===== src/rtl/sm83_irq_dispatch.sv =====
// sm83_irq_dispatch: fixed-priority interrupt dispatch with IME/EI delay, HALT wake-up and vector generation
module sm83_irq_dispatch #(
  parameter int NUM_IRQS   = 8,
  parameter int WORD_SIZE  = 8,
  parameter int VEC_BASE   = 'h40,
  parameter int VEC_STRIDE = 8
) (
  input  logic                 clk_i,
  input  logic                 reset_i,
  input  logic [NUM_IRQS-1:0]  irq_i,
  input  logic                 fetch_boundary_i,
  input  logic                 ei_i,
  input  logic                 di_i,
  input  logic                 reti_i,
  input  logic                 halt_i,
  input  logic                 ack_strobe_i,
  output logic                 dispatch_req_o,
  output logic [WORD_SIZE-1:0] vector_o,
  output logic [NUM_IRQS-1:0]  iack_o,
  output logic                 ime_o,
  output logic                 halted_o,
  output logic                 halt_bug_o
);
  localparam int KW = NUM_IRQS > 1 ? $clog2(NUM_IRQS) : 1;
  if (NUM_IRQS < 1 || NUM_IRQS > 16 || VEC_BASE + (NUM_IRQS - 1) * VEC_STRIDE >= 2 ** WORD_SIZE) begin : g_bad_cfg
    $error("sm83_irq_dispatch: illegal parameter combination");
  end
  typedef enum logic [1:0] {RUN, DISPATCH, HALT} state_e;
  state_e               state_q, state_d;
  logic                 ime_q, ime_d, ime_pend_q, ime_pend_d;
  logic                 dispatch_req_q, dispatch_req_d;
  logic                 halted_q, halted_d, halt_bug_q, halt_bug_d;
  logic [WORD_SIZE-1:0] vector_q, vector_d;
  logic [NUM_IRQS-1:0]  iack_q, iack_d;
  logic [KW-1:0]        k;
  logic                 any_irq;
  assign any_irq = |irq_i;
  // Scanning downward leaves the lowest set index, which is the highest priority.
  always_comb begin
    k = '0;
    for (int i = NUM_IRQS - 1; i >= 0; i--) if (irq_i[i]) k = KW'(i);
  end
  always_comb begin
    state_d        = state_q;
    ime_d          = ime_q;
    ime_pend_d     = ime_pend_q;
    dispatch_req_d = dispatch_req_q;
    vector_d       = vector_q;
    halted_d       = halted_q;
    iack_d         = '0;
    halt_bug_d     = 1'b0;
    case (state_q)
      RUN: begin
        if (fetch_boundary_i && ime_pend_q) begin
          ime_d      = 1'b1;
          ime_pend_d = 1'b0;
        end
        if (ei_i && !ime_d) ime_pend_d = 1'b1;
        if (reti_i) begin
          ime_d      = 1'b1;
          ime_pend_d = 1'b0;
        end
        if (di_i) begin
          ime_d      = 1'b0;
          ime_pend_d = 1'b0;
        end
        // The dispatch decision looks at the IME value from before this edge.
        if (halt_i) begin
          if (!ime_q && any_irq) halt_bug_d = 1'b1;
          else begin
            state_d  = HALT;
            halted_d = 1'b1;
          end
        end else if (fetch_boundary_i && ime_q && any_irq) begin
          state_d        = DISPATCH;
          dispatch_req_d = 1'b1;
          ime_d          = 1'b0;
          ime_pend_d     = 1'b0;
        end
      end
      DISPATCH: if (ack_strobe_i) begin
        vector_d       = any_irq ? WORD_SIZE'(VEC_BASE) + WORD_SIZE'(VEC_STRIDE) * WORD_SIZE'(k) : '0;
        iack_d         = any_irq ? NUM_IRQS'(1) << k : '0;
        dispatch_req_d = 1'b0;
        state_d        = RUN;
      end
      HALT: if (any_irq) begin
        halted_d = 1'b0;
        state_d  = RUN;
      end
      default: state_d = RUN;
    endcase
  end
  always_ff @(posedge clk_i) begin
    if (reset_i) begin
      state_q        <= RUN;
      ime_q          <= 1'b0;
      ime_pend_q     <= 1'b0;
      dispatch_req_q <= 1'b0;
      vector_q       <= '0;
      iack_q         <= '0;
      halted_q       <= 1'b0;
      halt_bug_q     <= 1'b0;
    end else begin
      state_q        <= state_d;
      ime_q          <= ime_d;
      ime_pend_q     <= ime_pend_d;
      dispatch_req_q <= dispatch_req_d;
      vector_q       <= vector_d;
      iack_q         <= iack_d;
      halted_q       <= halted_d;
      halt_bug_q     <= halt_bug_d;
    end
  end
  assign dispatch_req_o = dispatch_req_q;
  assign vector_o       = vector_q;
  assign iack_o         = iack_q;
  assign ime_o          = ime_q;
  assign halted_o       = halted_q;
  assign halt_bug_o     = halt_bug_q;
endmodule


===== config.mk =====
export PLATFORM = sky130hd
export DESIGN_NAME = sm83_irq_dispatch
export DESIGN_NICKNAME = d
export VERILOG_FILES = /design/src/rtl/sm83_irq_dispatch.sv
export SDC_FILE = /design/constraint.sdc
export NUM_CORES = 1
export LEC_CHECK = 0
export CORE_MARGIN = 3
export CORE_UTILIZATION = 44
export DETAILED_ROUTE_END_ITERATION = 6
export PLACE_DENSITY = 0.79
export RECOVER_POWER = 50
export SYNTH_ARGS = -nofsm -noshare
export SYNTH_HDL_FRONTEND = slang
export SYNTH_SLANG_ARGS = --single-unit
export TNS_END_PERCENT = 5

===== constraint.sdc =====
create_clock -name clk_i -period 4.1 [get_ports clk_i]
set_input_delay 0.82 -clock clk_i [delete_from_list [all_inputs] [get_ports clk_i]]
set_output_delay 0.82 -clock clk_i [all_outputs]
set_load 0.01 [all_outputs]

Word level (Yosys, flattened, before mapping)
Index checks and enable logic that the tools add are counted.
- flip-flop bits (word level): 23
- bits of input ports: 16
- output and inout bits: 20
- word-level logic and storage cells: 78
- add/sub/neg operators: 1
- eq/ne operators: 10
- shift-type cells: 1
- muxes and demuxes: 36
- bitwise operators: 5
- reductions and logical operators: 17
- operator list (cell ; number):
    $mux W3 ; 8
    $mux W1 ; 19
    $ne A2 B2 Y1 const B ; 6
    $reduce_and A4 Y1 ; 3
    $mux W2 ; 5
    $add A7 B6 Y8 const A ; 1
    $mux W8 ; 1
    $reduce_or A8 Y1 ; 1
    $shl A1 B3 Y8 const A ; 1
    $ne A3 B3 Y1 const B ; 2
    $pmux W2 S3 ; 1
    $logic_and A1 B1 Y1 ; 5
    $not A1 Y1 ; 5
    $pmux W1 S2 ; 2
    $reduce_bool A2 Y1 ; 2
    $reduce_or A4 Y1 ; 1
    $reduce_or A3 Y1 ; 1
    $eq A2 B1 Y1 const B ; 1
    $eq A2 B2 Y1 const B ; 1
    $logic_not A1 Y1 ; 2
    $logic_not A2 Y1 ; 1
    $reduce_and A2 Y1 ; 1

Longest topological paths before layout
Gate-level depths: netlist (run 1).
- depth in word-level cells: 10
- depth in mapped cells: 5
- gate-level depth less buffers: 4

Least setup slack after synthesis (run 1)
Ideal clock, no wire load.
- kind: input to register
- start: in irq_i[6]
- end: reg ime_q, in the netlist ime_o
- setup time: 79 ps
- arrival: 1951 ps
- required time: 4021 ps
- slack: 2070 ps
- stages: 5
- buffers on the path: 1
- cell sequence: or4_4 -> nand2b_4 -> buf_6 -> a21o_1 -> a211oi_2
- word-level cells in the longest chain between the ends: 4
- ends and longest elaborated chain (item ; RTL line ; text):
    start, declared ; 10 ; input logic [NUM_IRQS-1:0] irq_i,
    $reduce_or A8 Y1 ; 37 ; assign any_irq = |irq_i;
    $logic_and A1 B1 Y1 ; 74 ; end else if (fetch_boundary_i && ime_q && any_irq) begin
    $mux W1 ; 74 ;
    $mux W1 ; 68 ; if (halt_i) begin
    end signal, assigned ; 106 ; ime_q <= ime_d;
    end, declared ; 30 ; logic ime_q, ime_d, ime_pend_q, ime_pend_d;
No other way between the ends.
A chain may end at the register's enable or synchronous reset.

Final worst setup path (run 1)
- start: in irq_i[2]
- end: reg ime_q, in the netlist ime_o
Same word-level chain as after synthesis.

==> results of run 1 <==
-- worst min-delay path, cell delays in order (launching register included) --
cell and delay, ns:
dfxtp_1 0.32, nand2_1 0.05, a21oi_1 0.06
-- path summary, 6_finish.rpt --
kind | slack, ns | to | depth (start not counted) | from
setup / recovery | 1.65 | ime_o$_SDFFE_PP0P_ | 5 | irq_i[2]
hold reg to reg | 0.47 | vector_o[6]$_SDFFE_PP0P_ | 2 | vector_o[6]$_SDFFE_PP0P_
hold / removal | 0.47 | vector_o[6]$_SDFFE_PP0P_ | 2 | vector_o[6]$_SDFFE_PP0P_
setup reg to reg | 2.54 | iack_o[6]$_SDFF_PP0_ | 4 | state_q[0]$_SDFFE_PP0P_
-- placed cells by master (no fill, tap or decap), types with 2 or more instances in the layout --
cell / count
dfxtp_1: 19
clkdlybuf4s50_1: 18
dlygate4sd3_1: 13
nor2_1: 8
nand2_1: 6
a21oi_1: 6
inv_1: 4
conb_1: 4
nor3_1: 3
nor2b_1: 3
clkbuf_4: 3
and3_1: 2
o22ai_1: 2
nor4b_1: 2
a31oi_1: 2
-- cells in the mapped netlist (2+ instances only) --
master	instances	area, µm²
nand2_1	6	22.52
nor4b_1	2	17.52
and3_1	2	12.51
inv_1	4	15.01
nor2_1	8	30.03
dfxtp_1	19	380.4
o22ai_1	2	12.51
nor2b_1	3	18.77
a31oi_1	2	12.51
a21oi_1	6	30.03
buf_4	4	30.03
nor3_1	3	15.01
-- stage by stage --
step                total power [mW]  worst slack (ns)  hold WS [ns]  instance area, µm²
floorplan                     0.2171             2.070        0.4761               848.3
global placement              0.2402             1.663        0.4388                1144
detailed placement            0.2411             1.599        0.4546                1144
CTS                           0.3332             1.913        0.4767                1170
global route                  0.3473             1.584        0.4956                1164
finish                        0.3302             1.654        0.4711                1164
-- flip-flops by register name, summed over array words and instances (netlist names) --
name and flops:
iack_o 8, vector_o 4, state_q 2, dispatch_req_o 1, halt_bug_o 1, halted_o 1, ime_o 1, ime_pend_q 1
-- cell families after synthesis --
kind of cell	Yosys count	synth area share
buffers and inverters	10	0.07323
AOI/OAI and AO/OA	22	0.2003
DFF	19	0.4544
and+or+nand+nor	37	0.2676
other	1	0.004480
-- where the power goes --
part / switching, mW / internal (mW) / total (mW)
combinational: 0.0217 / 0.0241 / 0.0458
clock: 0.0563 / 0.0379 / 0.0942
sequential: 0.00258 / 0.188 / 0.190
-- layer usage --
metal  vias up  wire length (µm)  track usage
met1       342               845       0.2079
met3         2               108      0.03625
met2        29               920       0.2511
met5         -                 0            0
met4         0                 7      0.05530
li1        384                 -            -
-- cell type report --
class | instances | area (µm²) | area share
Clock buffer | 4 | 26.28 | 0.02258
Inverter | 4 | 15.01 | 0.01290
Multi-Input combinational cell | 63 | 400.4 | 0.3441
Sequential cell | 19 | 380.4 | 0.3269
Tap cell | 25 | 31.28 | 0.02688
Timing Repair Buffer | 31 | 310.3 | 0.2667
==> metrics.md, run 1 <==
| Metric | Value |
|---|---|
| Actual slew at the worst max-slew pin | `0.6731 ns` |
| Final Max Tran Viols | `0` |
| Final net count | `138` |
| Fin crit share | `0.5966` |
| Unique masters post-synth | `40` |
| Max_slew headroom | `0.5471` |
| GRT Total Usage | `0.1578` |
| CP arrival | `2.67 ns` |
| Clock H-tree levels | `1` |
| Skew-Pair Late Insertion Delay | `0.30 ns` |
| ANT nets after route | `0` |
| DP Cell Count | `142` |
| Final GP Congestion | `0.7401` |
| Largest stage delay, worst path | `0.64 ns` |
| Fin cells | `146` |
| Seq cells post-synth | `19` |
| Final design utilization | `0.6596` |
| CORE AREA | `0.001764 mm²` |
| Gr ovfl total | `0` |
| Clock transition at path regs | `0.11 ns` |
| Pre-antenna DRT Iters | `4` |
| Residual DRC | `0` |
| Type of the worst min-delay path | `register to register` |
| CTS Buf Count | `3` |
| WP data required | `4.32 ns` |
| Cell Area, Synth | `837.1 µm²` |
| Crit path time final | `2.446 ns` |
| ANT cells | `0` |
| Initial antenna violation count | `0` |
| Worst vdd ir | `0.1856 mV` |
| Vias in the first global route | `692` |
| DIE WIDTH | `49.62 µm` |
| CP bufs+invs | `1` |
| Post-CTS Resized | `0` |
| Routed wire per std cell | `12.89 µm` |
| Power per cell area | `283.8 mW/mm²` |
| Routed vias/inst | `5.185` |
| Max FO, Critical Path | `8` |
| Synth Flop Type | `dfxtp_1` |
| Ys async rst share | `0` |
| Worst-path cell chain | `dlygate4sd3_1, nor4_1, nand2b_4, a21o_1, a211oi_2` |
| I/O Buffers | `31` |
| Vias post-DR | `757` |
| Initial Utilization | `0.4745` |
| Final HPWL DP | `1.442 mm` |
| Die Ht | `49.62 µm` |
| Detailed Route WL | `1.882 mm` |
| Post-synth EDFFs | `0` |
| Max-Cap Viols | `0` |
| Status | `completed` |
| Final setup vio count | `0` |
| CTS tree | `done` |
| Die area | `0.002462 mm²` |
| Max clock buf depth | `2` |
| FILL cells | `168` |
| I/O pin count | `36` |
| Fmax | `0.4088 GHz` |
| Leak | `0.4581 nW` |
| Worst Skew | `0.004069 ns` |
| Unrepaired setup endpoints after global routing | `no` |
| CP max-delay cell | `nor4_1` |
| Critical path's top delay family | `simple AND/OR/NAND/NOR gates` |
| Pin count of the biggest net entering global routing | `15` |
| Syn avg cell area | `9.405 µm²` |
| Yosys Warn Count | `0` |
| Layout cells sized above 1 | `0.09917` |
| Area grow syn2layout | `39.01%` |
| Final Hold Vio Count | `0` |
| Root Driver | `clkbuf_4` |
| Nature of the critical path endpoint | `register` |
| First-pass GRT wire length | `3.063 mm` |
| Core Rows | `15` |
| # hold bufs at CTS | `0` |
| Setup TNS | `0 ns` |
| Drt first-iter violations | `32` |
| Crit start category | `input port` |
| Seq/Total Area, Yosys | `0.4544` |
| Post-CTS setup buffers | `0` |
| TritonCTS Sinks | `19` |
| Crit Path Category | `input port to register` |
| Post-Syn Instances | `89` |
No activity file was read; power rests on OpenSTA's default activity.
==> run 2: changes to the inputs <==
--- a/config.mk
+++ b/config.mk
@@ -6,9 +6,9 @@
 export NUM_CORES = 1
 export LEC_CHECK = 0
 export CORE_MARGIN = 3
-export CORE_UTILIZATION = 44
+export CORE_UTILIZATION = 40
 export DETAILED_ROUTE_END_ITERATION = 6
-export PLACE_DENSITY = 0.79
+export PLACE_DENSITY = 0.72
 export RECOVER_POWER = 50
 export SYNTH_ARGS = -nofsm -noshare
 export SYNTH_HDL_FRONTEND = slang
==> constraint.sdc (replaced) <==
create_clock -name clk_i -period 2.3 [get_ports clk_i]
set_input_delay 0.46 -clock clk_i [delete_from_list [all_inputs] [get_ports clk_i]]
set_output_delay 0.46 -clock clk_i [all_outputs]
set_load 0.01 [all_outputs]
==> run 2 against run 1 <==
  * Core utilization is 1.7 points lower
  * Final cell count is 2.1% higher
  * Register-to-register slack worse by 1.8 ns
  * Flip-flop and latch count stayed put
  * Setup slack worse by 1.2 ns
  * Routed wire length is 10% higher
  * Critical endpoint unchanged
  * Highest routed layer unchanged
==> metrics.md, run 2 (synthesis results as in run 1) <==
| Metric | Value |
|---|---|
| Status | `completed` |
| Worst hold start | `vector_o[6]$_SDFFE_PP0P_` |
| CTS tree | `done` |
| Die Ht | `51.75 µm (+4.3%)` |
| ANT nets after route | `0 (unchanged)` |
| Pin count of the biggest net entering global routing | `12 (-3)` |
| First-pass GRT wire length | `3.456 mm (+13%)` |
| Worst vdd ir | `0.2779 mV (+50%)` |
| FILL cells | `171 (+1.8%)` |
| Most frequent cells in the layout | `clkdlybuf4s50_1, dfxtp_1, nor2_1` |
| Routed vias/inst | `5.275 (+1.7%)` |
| Unrepaired setup endpoints after global routing | `no` |
| TritonCTS Sinks | `19 (unchanged)` |
| Drt first-iter violations | `23 (-28%)` |
| CP startpoint | `irq_i[0]` |
| DP Cell Count | `145 (+2.1%)` |
| Hold Crit Endpoint | `vector_o[6]$_SDFFE_PP0P_` |
| Clock H-tree levels | `1 (unchanged)` |
| # hold bufs at CTS | `0 (unchanged)` |
| CORE AREA | `0.001839 mm² (+4.3%)` |
| Critical R2R Capture | `ime_pend_q$_SDFFE_PP0P_` |
| R2R Setup Slk | `0.70 ns (-1.84 ns)` |
| Max FO, Critical Path | `8 (unchanged)` |
| Pre-CTS worst setup slack | `0.1690 ns (-1.430 ns)` |
| Routed wire per std cell | `13.95 µm (+8.2%)` |
| Hold WS | `0.4600 ns (-0.01104 ns)` |
| Crit path time final | `1.881 ns` |
| Fin crit share | `0.8180` |
| Nature of the critical path endpoint | `register` |
| Detailed Route WL | `2.078 mm (+10%)` |
| Max clock buf depth | `2 (unchanged)` |
| GRT Total Usage | `0.1720 (+0.01420)` |
| Gr ovfl total | `0 (unchanged)` |
| Power per cell area | `504.7 mW/mm² (+78%)` |
| Commonest non-fill, non-tap cell in the layout | `clkdlybuf4s50_1` |
| Hold Path Depth | `2 (unchanged)` |
| Final setup vio count | `0 (unchanged)` |
| Leak | `0.4537 nW (-0.97%)` |
| Core Rows | `15 (unchanged)` |
| Pre-antenna DRT Iters | `4 (unchanged)` |
| Fin cells | `149 (+2.1%)` |
| Skew-Pair Late Insertion Delay | `0.30 ns (about the same)` |
| ANT cells | `0 (unchanged)` |
| Crit Path Category | `input port to register` |
| Worst R2R Path Depth | `4 (unchanged)` |
| I/O Buffers | `31 (unchanged)` |
| CP arrival | `2.11 ns (-0.56 ns)` |
| Residual DRC | `0 (unchanged)` |
| Actual slew at the worst max-slew pin | `0.5685 ns (-0.1046 ns)` |
| Worst r2r src | `state_q[0]$_SDFFE_PP0P_` |
| Post-CTS Resized | `0 (unchanged)` |
| Initial antenna violation count | `0 (unchanged)` |
| Type of the worst min-delay path | `register to register` |
| Slack of the critical path | `0.4186 ns (-1.235 ns)` |
| Max-Cap Viols | `0 (unchanged)` |
| Layout cells sized above 1 | `0.1129 (+0.01373)` |
| Final Hold Vio Count | `0 (unchanged)` |
| Vias in the first global route | `779 (+13%)` |
| Worst Skew | `0.0004642 ns (-0.003605 ns)` |
| Max reg flops | `8 (unchanged)` |
| Crit start category | `input port` |
| WP data required | `2.53 ns (-1.79 ns)` |
| Post-CTS setup buffers | `0 (unchanged)` |
| Initial Utilization | `0.4551 (-0.01937)` |
| Area grow syn2layout | `41.11%` |
| DIE WIDTH | `51.75 µm (+4.3%)` |
| Final net count | `141 (+2.2%)` |
| Clock transition at path regs | `0.11 ns (about the same)` |
| Vias post-DR | `786 (+3.8%)` |
| Final HPWL DP | `1.588 mm (+10%)` |
| Final Max Tran Viols | `0 (unchanged)` |
| Max_slew headroom | `0.6175 (+0.07036)` |
| I/O pin count | `36 (unchanged)` |
| Root Driver | `clkbuf_4` |
| CTS Buf Count | `3 (unchanged)` |
| Setup TNS | `0 ns (unchanged)` |
| Die area | `0.002678 mm² (+8.8%)` |
| Fmax | `0.5315 GHz` |
| Final GP Congestion | `0.7759 (+4.8%)` |
-- run 2: cell types whose count changed in the layout (fill, tap and decap cells not counted), sizes merged --
cell,before,now
clkdlybuf4s50,18,25
dlygate4sd3,13,6
buf,0,2
clkinv,0,1
-- run 2: critical path, stage by stage --
cell and delay, ns:
dlygate4sd3_1 0.63, nor4_1 0.47, nand2b_4 0.15, a21o_1 0.19
a211oi_2 0.20
-- run 2: final cells by class --
class,count,area [µm²],share of cell area
Clock buffer,3,22.52,0.01907
Inverter,4,15.01,0.01271
Sequential cell,19,380.4,0.3220
Clock inverter,1,5.005,0.004237
Timing Repair Buffer,34,329.1,0.2786
Multi-Input combinational cell,63,397.9,0.3369
Tap cell,25,31.28,0.02648
-- run 2: metrics by stage --
step           area, µm²  utilization  power (mW)
2_1_floorplan      848.3            -      0.3869
6_report            1181       0.6422      0.5961
4_1_cts             1194       0.6490      0.6025
3_5_place_dp        1166       0.6340      0.4338
5_1_grt             1181       0.6422      0.6296
3_3_place_gp        1166       0.6340      0.4321
-- run 2: worst max-delay path by stage --
stage / end
floorplan: ime_o$_SDFFE_PP0P_
global placement: ime_o$_SDFFE_PP0P_
detailed placement: ime_o$_SDFFE_PP0P_
CTS: ime_o$_SDFFE_PP0P_
global route: ime_o$_SDFFE_PP0P_
finish: ime_o$_SDFFE_PP0P_
-- run 2: report_power, final --
group	switching [mW]	internal, mW	leakage (nW)	total (mW)
registers	0.00488	0.334	0.154	0.339
logic	0.0411	0.0463	0.282	0.0874
clock network	0.104	0.0649	0.0177	0.169
total	0.150	0.446	0.454	0.596
-- run 2: per-layer routing --
layer  track usage  wire length [µm]  vias to the layer above
met5             0                 0                        -
met1        0.2088               906                      353
met4       0.06550                28                        0
li1              -                 -                      390
met2        0.2881               999                       37
met3       0.04585               143                        6
==> run 3: changes to the inputs <==
==> constraint.sdc (replaced) <==
create_clock -name clk_i -period 2 [get_ports clk_i]
set_input_delay 0.4 -clock clk_i [delete_from_list [all_inputs] [get_ports clk_i]]
set_output_delay 0.4 -clock clk_i [all_outputs]
set_load 0.01 [all_outputs]
==> run 3 against run 2 <==
  * Final cell count increased by 4.0%
  * Highest routed layer unchanged
  * Die area unchanged
  * Core utilization increased by 2.8 points
  * Design area increased by 4.3%
  * Count of clock-buffer cells in the layout unchanged
  * Clock skew increased by 0.0035 ns
  * Non-clock buffer count increased by 6
  * Sequential power increased by 15%
  * Largest power group unchanged
==> metrics.md, run 3 (synthesis results as in run 1) <==
| Metric | Value |
|---|---|
| Root Driver | `clkbuf_4` |
| Residual DRC | `0 (unchanged)` |
| Post-route cell area | `0.001232 mm² (+4.3%)` |
| Switching Share | `0.2513 (-0.001077)` |
| P_int | `0.5183 mW (+16%)` |
| Routed wire per std cell | `12.90 µm (-7.5%)` |
| Post-CTS setup buffers | `0 (unchanged)` |
| Pwr Total | `0.6924 mW (+16%)` |
| Worst R2R Path Depth | `4 (unchanged)` |
| CTS Buf Count | `3 (unchanged)` |
| DP Area | `0.001211 mm² (+3.9%)` |
| Final design utilization | `0.6701 (+0.02789)` |
| Initial Utilization | `0.4551 (unchanged)` |
| Core Rows | `15 (unchanged)` |
| Fmax | `0.5491 GHz` |
| Worst Skew | `0.003980 ns (+0.003515 ns)` |
| Worst r2r src | `state_q[0]$_SDFFE_PP0P_` |
| CP arrival | `2.06 ns (-0.05 ns)` |
| Final Max Tran Viols | `0 (unchanged)` |
| Final Hold Vio Count | `0 (unchanged)` |
| Drt first-iter violations | `31 (+35%)` |
| Max reg flops | `8 (unchanged)` |
| Pre-antenna DRT Iters | `4 (unchanged)` |
| Worst hold start | `vector_o[4]$_SDFFE_PP0P_` |
| Status | `completed` |
| WP data required | `2.23 ns (-0.30 ns)` |
| ANT nets after route | `0 (unchanged)` |
| Slack of the critical path | `0.1787 ns (-0.2399 ns)` |
| Commonest non-fill, non-tap cell in the layout | `clkdlybuf4s50_1` |
| Die Ht | `51.75 µm (unchanged)` |
| Layout cells sized above 1 | `0.1615 (+0.04864)` |
| I/O pin count | `36 (unchanged)` |
| Clock H-tree levels | `1 (unchanged)` |
| Detailed Route WL | `2.000 mm (-3.8%)` |
| Power per cell area | `561.8 mW/mm² (+11%)` |
| # hold bufs at CTS | `0 (unchanged)` |
| Hold Path Depth | `2 (unchanged)` |
| Crit start category | `input port` |
| CTS tree | `done` |
| Nature of the critical path endpoint | `register` |
| Die area | `0.002678 mm² (unchanged)` |
| Max FO, Critical Path | `8 (unchanged)` |
| Final net count | `147 (+4.3%)` |
| Most frequent cells in the layout | `clkdlybuf4s50_1, dfxtp_1, nor2_1, dlygate4sd3_1, buf_4` |
| Combinational power share | `0.155 (+0.008)` |
| Post-CTS Resized | `0 (unchanged)` |
| First-pass GRT wire length | `3.222 mm (-6.8%)` |
| Clock transition at path regs | `0.11 ns (about the same)` |
| Setup TNS | `0 ns (unchanged)` |
| Psw | `0.1740 mW (+16%)` |
| Leak | `0.4945 nW (+9.0%)` |
| R2R Setup Slk | `0.38 ns (-0.32 ns)` |
| GRT Total Usage | `0.1589 (-0.01309)` |
| Routed vias/inst | `5.103 (-3.3%)` |
| Pin count of the biggest net entering global routing | `12 (unchanged)` |
| Final GP Congestion | `0.8099 (+4.4%)` |
| Unrepaired setup endpoints after global routing | `no` |
| TritonCTS Sinks | `19 (unchanged)` |
| Max clock buf depth | `2 (unchanged)` |
| Fin crit share | `0.9106` |
| I/O Buffers | `31 (unchanged)` |
| Vias post-DR | `791 (+0.64%)` |
| Vias in the first global route | `721 (-7.4%)` |
| Pre-CTS worst setup slack | `-0.04597 ns (-0.2150 ns)` |
| Crit Path Category | `input port to register` |
| ANT cells | `0 (unchanged)` |
| CORE AREA | `0.001839 mm² (unchanged)` |
| Critical R2R Capture | `ime_pend_q$_SDFFE_PP0P_` |
| Worst vdd ir | `0.4778 mV (+72%)` |
| Reg power frac | `0.563 (-0.006)` |
| Final HPWL DP | `1.556 mm (-2.0%)` |
| Gr ovfl total | `0 (unchanged)` |
| Crit path time final | `1.821 ns` |
| Initial antenna violation count | `0 (unchanged)` |
| Hold Crit Endpoint | `vector_o[4]$_SDFFE_PP0P_` |
| Max-Cap Viols | `0 (unchanged)` |
| DIE WIDTH | `51.75 µm (unchanged)` |
| Final setup vio count | `0 (unchanged)` |
| Clock power share | `0.282 (-0.002)` |
| Type of the worst min-delay path | `register to register` |
| Skew-Pair Late Insertion Delay | `0.30 ns (about the same)` |
| Area grow syn2layout | `47.23%` |
==> run 3: worst max-delay path by stage <==
| stage | from | end | slack, ns |
|---|---|---|---|
| after floorplan | irq_i[6] | ime_o$_SDFFE_PP0P_ | 0.39 |
| after global placement | irq_i[6] | ime_o$_SDFFE_PP0P_ | -0.008 |
| after detailed placement | irq_i[6] | ime_o$_SDFFE_PP0P_ | -0.05 |
| after CTS | irq_i[6] | ime_o$_SDFFE_PP0P_ | 0.27 |
| after global routing | irq_i[7] | ime_o$_SDFFE_PP0P_ | 0.15 |
| final | irq_i[7] | ime_o$_SDFFE_PP0P_ | 0.18 |
==> run 3: metal layers <==
layer | wire, µm | track usage
met4 | 38 | 0.07424
met2 | 922 | 0.2415
met5 | 0 | 0
met1 | 904 | 0.2167
met3 | 135 | 0.02865
==> run 3: worst max-delay path, cell delays in order <==
cell and delay, ns:
dlygate4sd3_1 0.57, or4_4 0.52, nand2b_4 0.20, a21o_1 0.17, a211oi_2 0.19
==> run 3: area by class of cell <==
| class | instances | area, µm² |
|---|---|---|
| inverter | 4 | 15.01 |
| timing repair buffer | 40 | 374.1 |
| clock inverter | 1 | 5.005 |
| fill | 167 | 606.8 |
| clock buffer | 3 | 22.52 |
| tap | 25 | 31.28 |
| multi-input combinational | 63 | 404.1 |
| sequential | 19 | 380.4 |
==> run 3: per-stage QoR <==
step,cells,hold slack [ns]
2_1_floorplan,92,0.4689
3_3_place_gp,151,0.4437
3_5_place_dp,151,0.4501
4_1_cts,155,0.4664
5_1_grt,155,0.4748
6_report,155,0.4618
==> run 3: power by group through the flow <==
stage / Combinational [mW] / Clock, mW / Sequential, mW
6_report: 0.107 / 0.195 / 0.390
5_1_grt: 0.115 / 0.213 / 0.391
4_1_cts: 0.107 / 0.198 / 0.390
3_5_place_dp: 0.107 / 0 / 0.399
3_3_place_gp: 0.105 / 0 / 0.399
2_1_floorplan: 0.0451 / 0 / 0.400
